===== config.mk =====
export PLATFORM = sky130hd
export DESIGN_NAME = adc_capture_ctrl
export DESIGN_NICKNAME = d
export VERILOG_FILES = /design/src/rtl/adc_capture_ctrl_pkg.sv /design/src/rtl/capture_decim_strobe.sv /design/src/rtl/adc_capture_ctrl.sv
export SDC_FILE = /design/constraint.sdc
export NUM_CORES = 1
export LEC_CHECK = 0
export CAP_MARGIN = 20
export CORE_MARGIN = 2
export CORE_UTILIZATION = 55
export CTS_BUF_LIST = sky130_fd_sc_hd__clkbuf_16
export DETAILED_ROUTE_END_ITERATION = 10
export GPL_TIMING_DRIVEN = 0
export PLACE_DENSITY = 0.82
export SLEW_MARGIN = 20
export SYNTH_ARGS = -nofsm -noshare
export SYNTH_HDL_FRONTEND = slang
export SYNTH_HIERARCHICAL = 1
export SYNTH_SLANG_ARGS = --single-unit
export TNS_END_PERCENT = 100

===== constraint.sdc =====
create_clock -name clk_50M -period 5.4 [get_ports clk_50M]
set_clock_uncertainty 0.15 [all_clocks]
set_input_delay 0.54 -clock clk_50M [delete_from_list [all_inputs] [get_ports clk_50M]]
set_output_delay 0.54 -clock clk_50M [all_outputs]
set_load 0.01 [all_outputs]

===== src/rtl/adc_capture_ctrl_pkg.sv =====
// Shared types and widths for the ADC capture front-end.
// SAMPLE_W and IDX_W are also used by the correlator and echo_tof blocks.
package adc_capture_ctrl_pkg;

    typedef enum logic [1:0] {
        ST_IDLE    = 2'd0,
        ST_BLANK   = 2'd1,
        ST_CAPTURE = 2'd2,
        ST_DONE    = 2'd3
    } cap_state_e;

    localparam int SAMPLE_W = 12;
    localparam int IDX_W    = 20;
    localparam int BLANK_W  = 16;
    localparam int DECIM_W  = 8;

endpackage


===== src/rtl/capture_decim_strobe.sv =====
// Decimation strobe: passes 1 of every DECIM adc_valid strobes while enabled.
// The first strobe after clear is always the one that gets accepted.
module capture_decim_strobe
    import adc_capture_ctrl_pkg::*;
#(
    parameter int DECIM = 2
) (
    input  logic clk_50M,
    input  logic rst_n,
    input  logic adc_valid,
    input  logic clear,
    input  logic enable,
    output logic accept
);

    localparam logic [DECIM_W-1:0] LAST = DECIM_W'(DECIM - 1);

    logic [DECIM_W-1:0] phase_cnt;

    always_ff @(posedge clk_50M or negedge rst_n) begin
        if (!rst_n) begin
            phase_cnt <= '0;
        end else if (clear) begin
            phase_cnt <= '0;
        end else if (enable && adc_valid) begin
            phase_cnt <= (phase_cnt == LAST) ? '0 : phase_cnt + 1'b1;
        end
    end

    assign accept = enable && adc_valid && (phase_cnt == '0);

endmodule


===== src/rtl/adc_capture_ctrl.sv =====
// ADC capture controller: arm on transmit, blank ring-down, decimate and
// write DEPTH samples into the correlator FIFO.
//
//   state   | meaning
//   --------+-----------------------------------------------------------
//   IDLE    | waiting for sys_start_pulse; sample_cnt/overflow hold
//   BLANK   | discarding blank_len ADC strobes of transmit ring-down
//   CAPTURE | decimating and writing samples until DEPTH accounted for
//   DONE    | one-cycle capture_done, then back to IDLE
module adc_capture_ctrl
    import adc_capture_ctrl_pkg::*;
#(
    parameter int DATA_W = SAMPLE_W,
    parameter int DEPTH  = 5000,
    parameter int DECIM  = 2
) (
    input  logic               clk_50M,
    input  logic               rst_n,
    input  logic               sys_start_pulse,
    input  logic               abort,
    input  logic [DATA_W-1:0]  adc_data,
    input  logic               adc_valid,
    input  logic [BLANK_W-1:0] blank_len,
    input  logic               fifo_full,
    output logic [DATA_W-1:0]  fifo_data,
    output logic               fifo_wrreq,
    output logic               busy,
    output logic               capture_done,
    output logic               overflow,
    output logic [IDX_W-1:0]   sample_cnt
);

    localparam logic [IDX_W-1:0] DEPTH_C = IDX_W'(DEPTH);

    cap_state_e         state, next_state;
    logic [BLANK_W-1:0] blank_target;
    logic [BLANK_W-1:0] blank_cnt;
    logic [BLANK_W-1:0] blank_cnt_inc;
    logic [IDX_W-1:0]   sample_cnt_inc;
    logic               arm;
    logic               accept;

    assign arm            = (state == ST_IDLE) && sys_start_pulse && !abort;
    assign blank_cnt_inc  = blank_cnt + 1'b1;
    assign sample_cnt_inc = sample_cnt + 1'b1;

    capture_decim_strobe #(.DECIM(DECIM)) u_decim (
        .clk_50M   (clk_50M),
        .rst_n     (rst_n),
        .adc_valid (adc_valid),
        .clear     (arm),
        .enable    (state == ST_CAPTURE),
        .accept    (accept)
    );

    always_comb begin
        next_state = state;
        case (state)
            ST_IDLE: begin
                if (arm) next_state = (blank_len != '0) ? ST_BLANK : ST_CAPTURE;
            end
            ST_BLANK: begin
                if (abort)                                          next_state = ST_IDLE;
                else if (adc_valid && blank_cnt_inc == blank_target) next_state = ST_CAPTURE;
            end
            ST_CAPTURE: begin
                if (abort)                                    next_state = ST_IDLE;
                else if (accept && sample_cnt_inc == DEPTH_C) next_state = ST_DONE;
            end
            ST_DONE:  next_state = ST_IDLE;
            default:  next_state = ST_IDLE;
        endcase
    end

    always_ff @(posedge clk_50M or negedge rst_n) begin
        if (!rst_n) begin
            state        <= ST_IDLE;
            busy         <= 1'b0;
            capture_done <= 1'b0;
        end else begin
            state        <= next_state;
            busy         <= (next_state == ST_BLANK) || (next_state == ST_CAPTURE);
            capture_done <= (next_state == ST_DONE);
        end
    end

    // Dropped samples still advance sample_cnt so indices stay time-aligned.
    always_ff @(posedge clk_50M or negedge rst_n) begin
        if (!rst_n) begin
            blank_target <= '0;
            blank_cnt    <= '0;
            sample_cnt   <= '0;
            overflow     <= 1'b0;
            fifo_wrreq   <= 1'b0;
            fifo_data    <= '0;
        end else begin
            fifo_wrreq <= accept && !fifo_full;
            if (accept && !fifo_full) fifo_data <= adc_data;
            if (arm) begin
                blank_target <= blank_len;
                blank_cnt    <= '0;
                sample_cnt   <= '0;
                overflow     <= 1'b0;
            end else begin
                if (state == ST_BLANK && adc_valid) blank_cnt <= blank_cnt_inc;
                if (accept) begin
                    sample_cnt <= sample_cnt_inc;
                    if (fifo_full) overflow <= 1'b1;
                end
            end
        end
    end

endmodule


==> run_results.csv, run 1 <==
group,metric,value,unit
synthesis,synth_compound_area_frac,0.09714,
global_routing,grt_max_degree,43,
placed_design,hpwlAfterDp,7.249,mm
route,num_vias,3710,
route,drt-pass1-iter-count,5,
synthesis,synth_edf_count,0,
placed_design,gp_congestion,0.8702,
die,io_pins,70,
synthesis,ys_types,58,
route,dr.first_iter.drc_count,187,
global_routing,grt_pass1_vias,3513,
timing,max_freq,277.8,MHz
power,power.internal,1019,µW
cts,cts_tree,"yes",
placed_design,place_inst,612,
synthesis,synth.area.mux_share,0.08270,
route,route.met3.wl,723,µm
synthesis,yosys-top-cells-area,"dfrtp_1, mux2_2, xor2_1",
cts,numClockSinks,78,
setup_path,worstSetupEndpointType,"flop",
cts,cts_made_buffers,9,
cts,postCtsSetupRepairBufs,0,
route,post_drt_wl_per_cell,16.42,µm
route,routed_wl,10.31,mm
cts,ctsHoldBuffers,0,
hold_path,hold_class,"in2async",
placed_design,port-buffer-count,69,
synthesis,yosysWarnings,6,
synthesis,synth.yosys.seq_area_share,0.4418,
die,placementRows,32,
cts,root_buffer,"clkbuf_16",
cts,clkTransAtPathRegs,60,ps
synthesis,synth_top_area_cell,"dfrtp_1",
die,dieArea,8766,µm²
power,p_leak,0.002290,µW
cts,clockBufferDepth,2,
die,die_w,93.63,µm
setup_path,required,5470,ps
synthesis,synth_fa_ha_area_frac,0.01982,
die,fp.coreArea,7767,µm²
timing,worst_pin_slew,763.7,ps
route,wl_met1,4.547,mm
global_routing,antenna_found_initial,0,
setup_path,cp-start-kind,"flop",
route,drc,0,
power,power_density,249.8,nW/µm²
timing,final_hold_viol_count,0,
job,maxCapViolations,0,
synthesis,synth_xor_area_frac,0.09629,
global_routing,grt.total_usage,0.2460,
timing,slew_headroom,0.4861,
synthesis,synth_area,4418,µm²
power,net-switching-power,360.9,µW
synthesis,synth_top_family_by_area,"simple AND/OR/NAND/NOR gates",
cells_and_area,stdcell_area,5522,µm²
timing,layout_worst_path_cycle_share,0.6667,
synthesis,synthSimpleGateAreaFrac,0.2348,
cells_and_area,finalNetCount,562,
power,clkPwrFrac,0.395,
timing,rsz0062_at_grt,"no",
cells_and_area,syn_to_final_growth,24.98,%
route,routed.top_layer,"met4",
cells_and_area,drive_above_1_share,0.1160,
die,die-height,93.63,µm
synthesis,ys_top_cells_by_count,"dfrtp_1, nor2_1, nand2_1, o21ai_0, xor2_1",
setup_path,worst-setup-path-type,"reg2reg",
power,p_sw_frac,0.2616,
global_routing,overflow,0,
synthesis,ys.flop_type,"dfrtp_1",
power,p_seq_frac,0.473,
route,viasPerCell,5.908,
timing,timing.hold.ws,10.77,ps
synthesis,synth_area_per_cell,10.04,µm²
cts,clk_latency,340,ps
timing,drv_slew,0,
cts,h-tree-depth,3,
timing,setup_tns,0,ps
power,p_comb_frac,0.132,
cts,cts_resized,0,
route,antenna_left,0,
synthesis,async_reset_ff_frac,1.000,
cells_and_area,finalNonFillerCells,628,
synthesis,yosysTopAreaCellShare,0.4418,
timing,fin_crit,3600,ps
power,ir_drop,0.1991,mV
global_routing,grt_pass1_wl,16.92,mm
setup_path,arrival,3670,ps
cells_and_area,antenna_cells,0,
synthesis,postSynthCellCount,440,
synthesis,ys_ff_latch,78,
die,initial_core_util,0.5688,
placed_design,placed_area,5254,µm²
timing,setup_viol,0,
route,wl_met2,4.904,mm
outcome,status,"completed",
setup_path,crit_fanout,10,
synthesis,syn_nets,481,
synthesis,synth_most_common_cell,"dfrtp_1",
[per-stage QoR]
step	util	setup WS (ps)	power (µW)
2_1_floorplan	-	2598	766.7
3_3_place_gp	0.6741	961.9	833.1
3_5_place_dp	0.6764	1499	842.5
4_1_cts	0.7109	1824	1385
5_1_grt	0.7109	1528	1436
6_report	0.7109	1800	1379
[state kept, by name (all words and copies together) (netlist names)]
name,count
sample_cnt,20
blank_cnt,16
blank_target,16
fifo_data,12
u_decim/phase_cnt,8
state,2
busy,1
capture_done,1
fifo_wrreq,1
overflow,1
[worst max-delay path, cell delays in order (launching register included)]
cell and delay (ps):
dfrtp_1 440, nor4_1 590, and4_1 320, clkbuf_1 420
nor4bb_1 270, nand2_1 110, a2111oi_0 500, nand4_1 230
o211ai_1 180, ha_1 270
[layer usage]
layer | GRT usage | vias up
li1 | - | 1751
met1 | 0.3377 | 1809
met4 | 0.06763 | 0
met2 | 0.4011 | 137
met3 | 0.04754 | 13
met5 | 0 | -
[kinds of logic (layout without fill, tap and decap cells)]
group / Yosys count / in the layout
AO/OA/AOI/OAI: 69 / 69
XOR/XNOR: 47 / 47
adder cells (fa/ha/maj): 7 / 7
buffers and inverters: 27 / 113
flip-flops: 78 / 78
multiplexers: 33 / 33
AND/OR/NAND/NOR: 179 / 179
[cells in the final DEF (no fill, tap or decap), types with 14 or more instances in the layout]
cell type	synthesis	routed
xor2_1	24	24
nand3_1	19	19
dfrtp_1	78	78
o21ai_0	29	29
nor2_1	40	40
mux2_2	23	23
a21oi_1	14	14
clkdlybuf4s50_1	0	68
nand2_1	38	38
nand4_1	14	14
clkbuf_1	18	18
xnor2_1	22	22
[cell type report]
type,count,area (µm²)
flip-flops and latches,78,1952
fillers,609,2246
inverters,5,18.77
repair buffers,70,708.2
well taps,102,127.6
clock buffers,9,225.2
multi-input cells,335,2345
plain buffers,22,102.6
clock inverters,7,42.54
[path summary, 6_finish.rpt]
check | startpoint | slack [ps] | to | depth (start not counted)
max in group asynchronous | rst_n | 4520 | fifo_data[11] | 2
worst min register to register | fifo_data[3] | 350 | fifo_data[3] | 1
worst min-delay path | rst_n | 10 | sample_cnt[7] | 1
worst max register to register | u_decim/phase_cnt[3] | 1800 | busy | 9
worst max-delay path | u_decim/phase_cnt[3] | 1800 | busy | 9
min in group clk_50M | fifo_data[3] | 350 | fifo_data[3] | 1
[power groups by stage]
stage	logic [µW]	registers [µW]	clock network (µW)
2_1_floorplan	115	652	0
3_3_place_gp	173	661	0
3_5_place_dp	180	662	0
4_1_cts	183	652	550
5_1_grt	200	657	579
6_report	182	653	545
(Power assumes the default switching activity.)
==> inputs of run 2 (changes only) <==
- CORE_UTILIZATION: 55 -> 54
- PLACE_DENSITY: 0.82 -> 0.8
- clock period: 5.4 -> 3.71 ns (I/O delays scaled with it)
==> run 2 against run 1 <==
Against the previous run: die area is 1.8% higher; sequential cell count stayed put; critical path type unchanged; count of clock-buffer cells in the layout stayed put; highest routed layer unchanged.
==> run_results.csv, run 2 (synthesized netlist as in run 1, its figures left out) <==
group,metric,value,unit
power,net-switching-power,533.5,µW
power,p_leak,0.002320,µW
global_routing,grt_pass1_vias,3478,
power,clkPwrFrac,0.420,
setup_path,required,3780,ps
setup_path,cp-start-kind,"flop",
cts,clk_latency,340,ps
die,initial_core_util,0.5659,
timing,fin_crit,3422,ps
die,die_w,94.45,µm
die,die-height,94.45,µm
route,num_vias,3644,
hold_path,hold_class,"reg2reg",
placed_design,post-place-ws,83.84,ps
power,p_total,2092,µW
cts,clockBufferDepth,2,
timing,rsz0062_at_grt,"no",
timing,fin_ws,288.5,ps
power,p_sw_frac,0.2551,
setup_path,worst-setup-path-type,"reg2reg",
timing,layout_worst_path_cycle_share,0.9222,
cells_and_area,antenna_cells,0,
die,io_pins,70,
placed_design,hpwlAfterDp,7.186,mm
job,maxCapViolations,0,
cells_and_area,final_common_cell,"dfrtp_1",
placed_design,placed_area,5254,µm²
route,antenna_left,0,
cts,numClockSinks,78,
timing,worst_pin_slew,658.6,ps
timing,drv_slew,0,
cells_and_area,fin_util,0.7133,
placed_design,port-buffer-count,69,
cts,h-tree-depth,3,
route,drc,0,
die,placementRows,32,
cells_and_area,fill_cells,591,
power,p_seq_frac,0.454,
cts,postCtsSetupRepairBufs,0,
timing,timing.hold.ws,342.9,ps
power,power.internal,1558,µW
die,fp.coreArea,7807,µm²
cells_and_area,reg.largest.list,"sample_cnt: 20 flops, blank_cnt: 16 flops, blank_target: 16 flops",
setup_path,arrival,3490,ps
outcome,status,"completed",
die,dieArea,8921,µm²
global_routing,grt_max_degree,43,
cts,clkTransAtPathRegs,60,ps
route,post_drt_wl_per_cell,16.18,µm
cells_and_area,syn_to_final_growth,26.05,%
cts,root_buffer,"clkbuf_16",
route,viasPerCell,5.793,
power,power_density,375.6,nW/µm²
setup_path,worstSetupEndpointType,"flop",
route,routed_wl,10.18,mm
timing,slew_headroom,0.5569,
cts,cts_made_buffers,9,
route,drt-pass1-iter-count,5,
setup_path,crit_fanout,10,
global_routing,grt_pass1_wl,17.02,mm
cells_and_area,stdcell_area,5569,µm²
cells_and_area,finalNetCount,563,
placed_design,gp_congestion,0.8915,
global_routing,antenna_found_initial,0,
power,p_comb_frac,0.126,
global_routing,grt.total_usage,0.2440,
route,dr.first_iter.drc_count,185,
global_routing,overflow,0,
power,ir_drop,0.2629,mV
cts,cts_tree,"yes",
timing,setup_viol,0,
cells_and_area,final_cell_mix,"dfrtp_1, clkdlybuf4s50_1, nor2_1",
cells_and_area,largest_register_ffs,20,
timing,final_hold_viol_count,0,
timing,max_freq,292.3,MHz
cells_and_area,drive_above_1_share,0.1214,
cells_and_area,largest-register,"sample_cnt",
==> run 2: cell types whose count changed in the layout (fill, tap and decap cells not counted) <==
cell / delta
clkinvlp_4: -3
clkinv_4: +2
bufinv_16: +1
clkbuf_1: -1
clkbuf_2: +1
dlygate4sd3_1: +1
inv_1: -1
inv_6: +1
nor4_1: -1
nor4_2: +1
==> run 2: path summary, 6_finish.rpt <==
| path | start | endpoint | slack (ps) | cells after the start |
|---|---|---|---|---|
| max reg2reg | state[0] | busy | 290 | 11 |
| max | state[0] | busy | 290 | 11 |
| min reg2reg | overflow | overflow | 340 | 2 |
| min in group asynchronous | rst_n | sample_cnt[8] | 370 | 2 |
| min | overflow | overflow | 340 | 2 |
| max in group asynchronous | rst_n | sample_cnt[16] | 2460 | 3 |
==> run 2: worst max-delay path, cell delays in order, from the launching register on <==
cell and delay [ps]:
dfrtp_1 360, clkbuf_1 180, nor2b_1 340, and2_2 220
and4_1 220, clkbuf_2 250, nor4bb_1 230, nand2_1 130
a2111oi_0 510, nand4_1 230, o211ai_1 200, ha_1 280
==> run 2: power groups by stage <==
stage | clock [µW] | sequential [µW] | combinational, µW
4_1_cts | 889 | 948 | 267
2_1_floorplan | 0 | 948 | 167
3_5_place_dp | 0 | 962 | 261
6_report | 879 | 949 | 264
5_1_grt | 927 | 956 | 293
3_3_place_gp | 0 | 961 | 251
==> run 2: metrics by stage <==
step	TNS, ps	cells
5_1_grt	0	629
3_3_place_gp	-45980	611
6_report	0	629
3_5_place_dp	0	612
2_1_floorplan	0	440
4_1_cts	0	629
==> run 2: per-layer routing <==
layer	vias up	part of all wire	GRT usage
met1	1764	0.44	0.3304
met5	-	0	0
met4	0	0.010	0.07488
met2	118	0.48	0.3982
met3	9	0.069	0.04868
li1	1753	-	-
==> run 2: what timing repair did <==
action / in CTS / in global routing
endpoints found under the setup margin: 0 / 2
hold endpoints to repair: 36 / 0
gates resized for setup: 0 / 3
hold buffers: 1 / 0
==> run 2: final cells by class <==
| class | count | area (µm²) | area share |
|---|---|---|---|
| multi-input cells | 335 | 2351 | 0.4222 |
| clock inverters | 7 | 72.57 | 0.01303 |
| well taps | 102 | 127.6 | 0.02292 |
| inverters | 5 | 18.77 | 0.003370 |
| plain buffers | 22 | 103.9 | 0.01865 |
| repair buffers | 71 | 718.2 | 0.1290 |
| flip-flops and latches | 78 | 1952 | 0.3505 |
| clock buffers | 9 | 225.2 | 0.04044 |
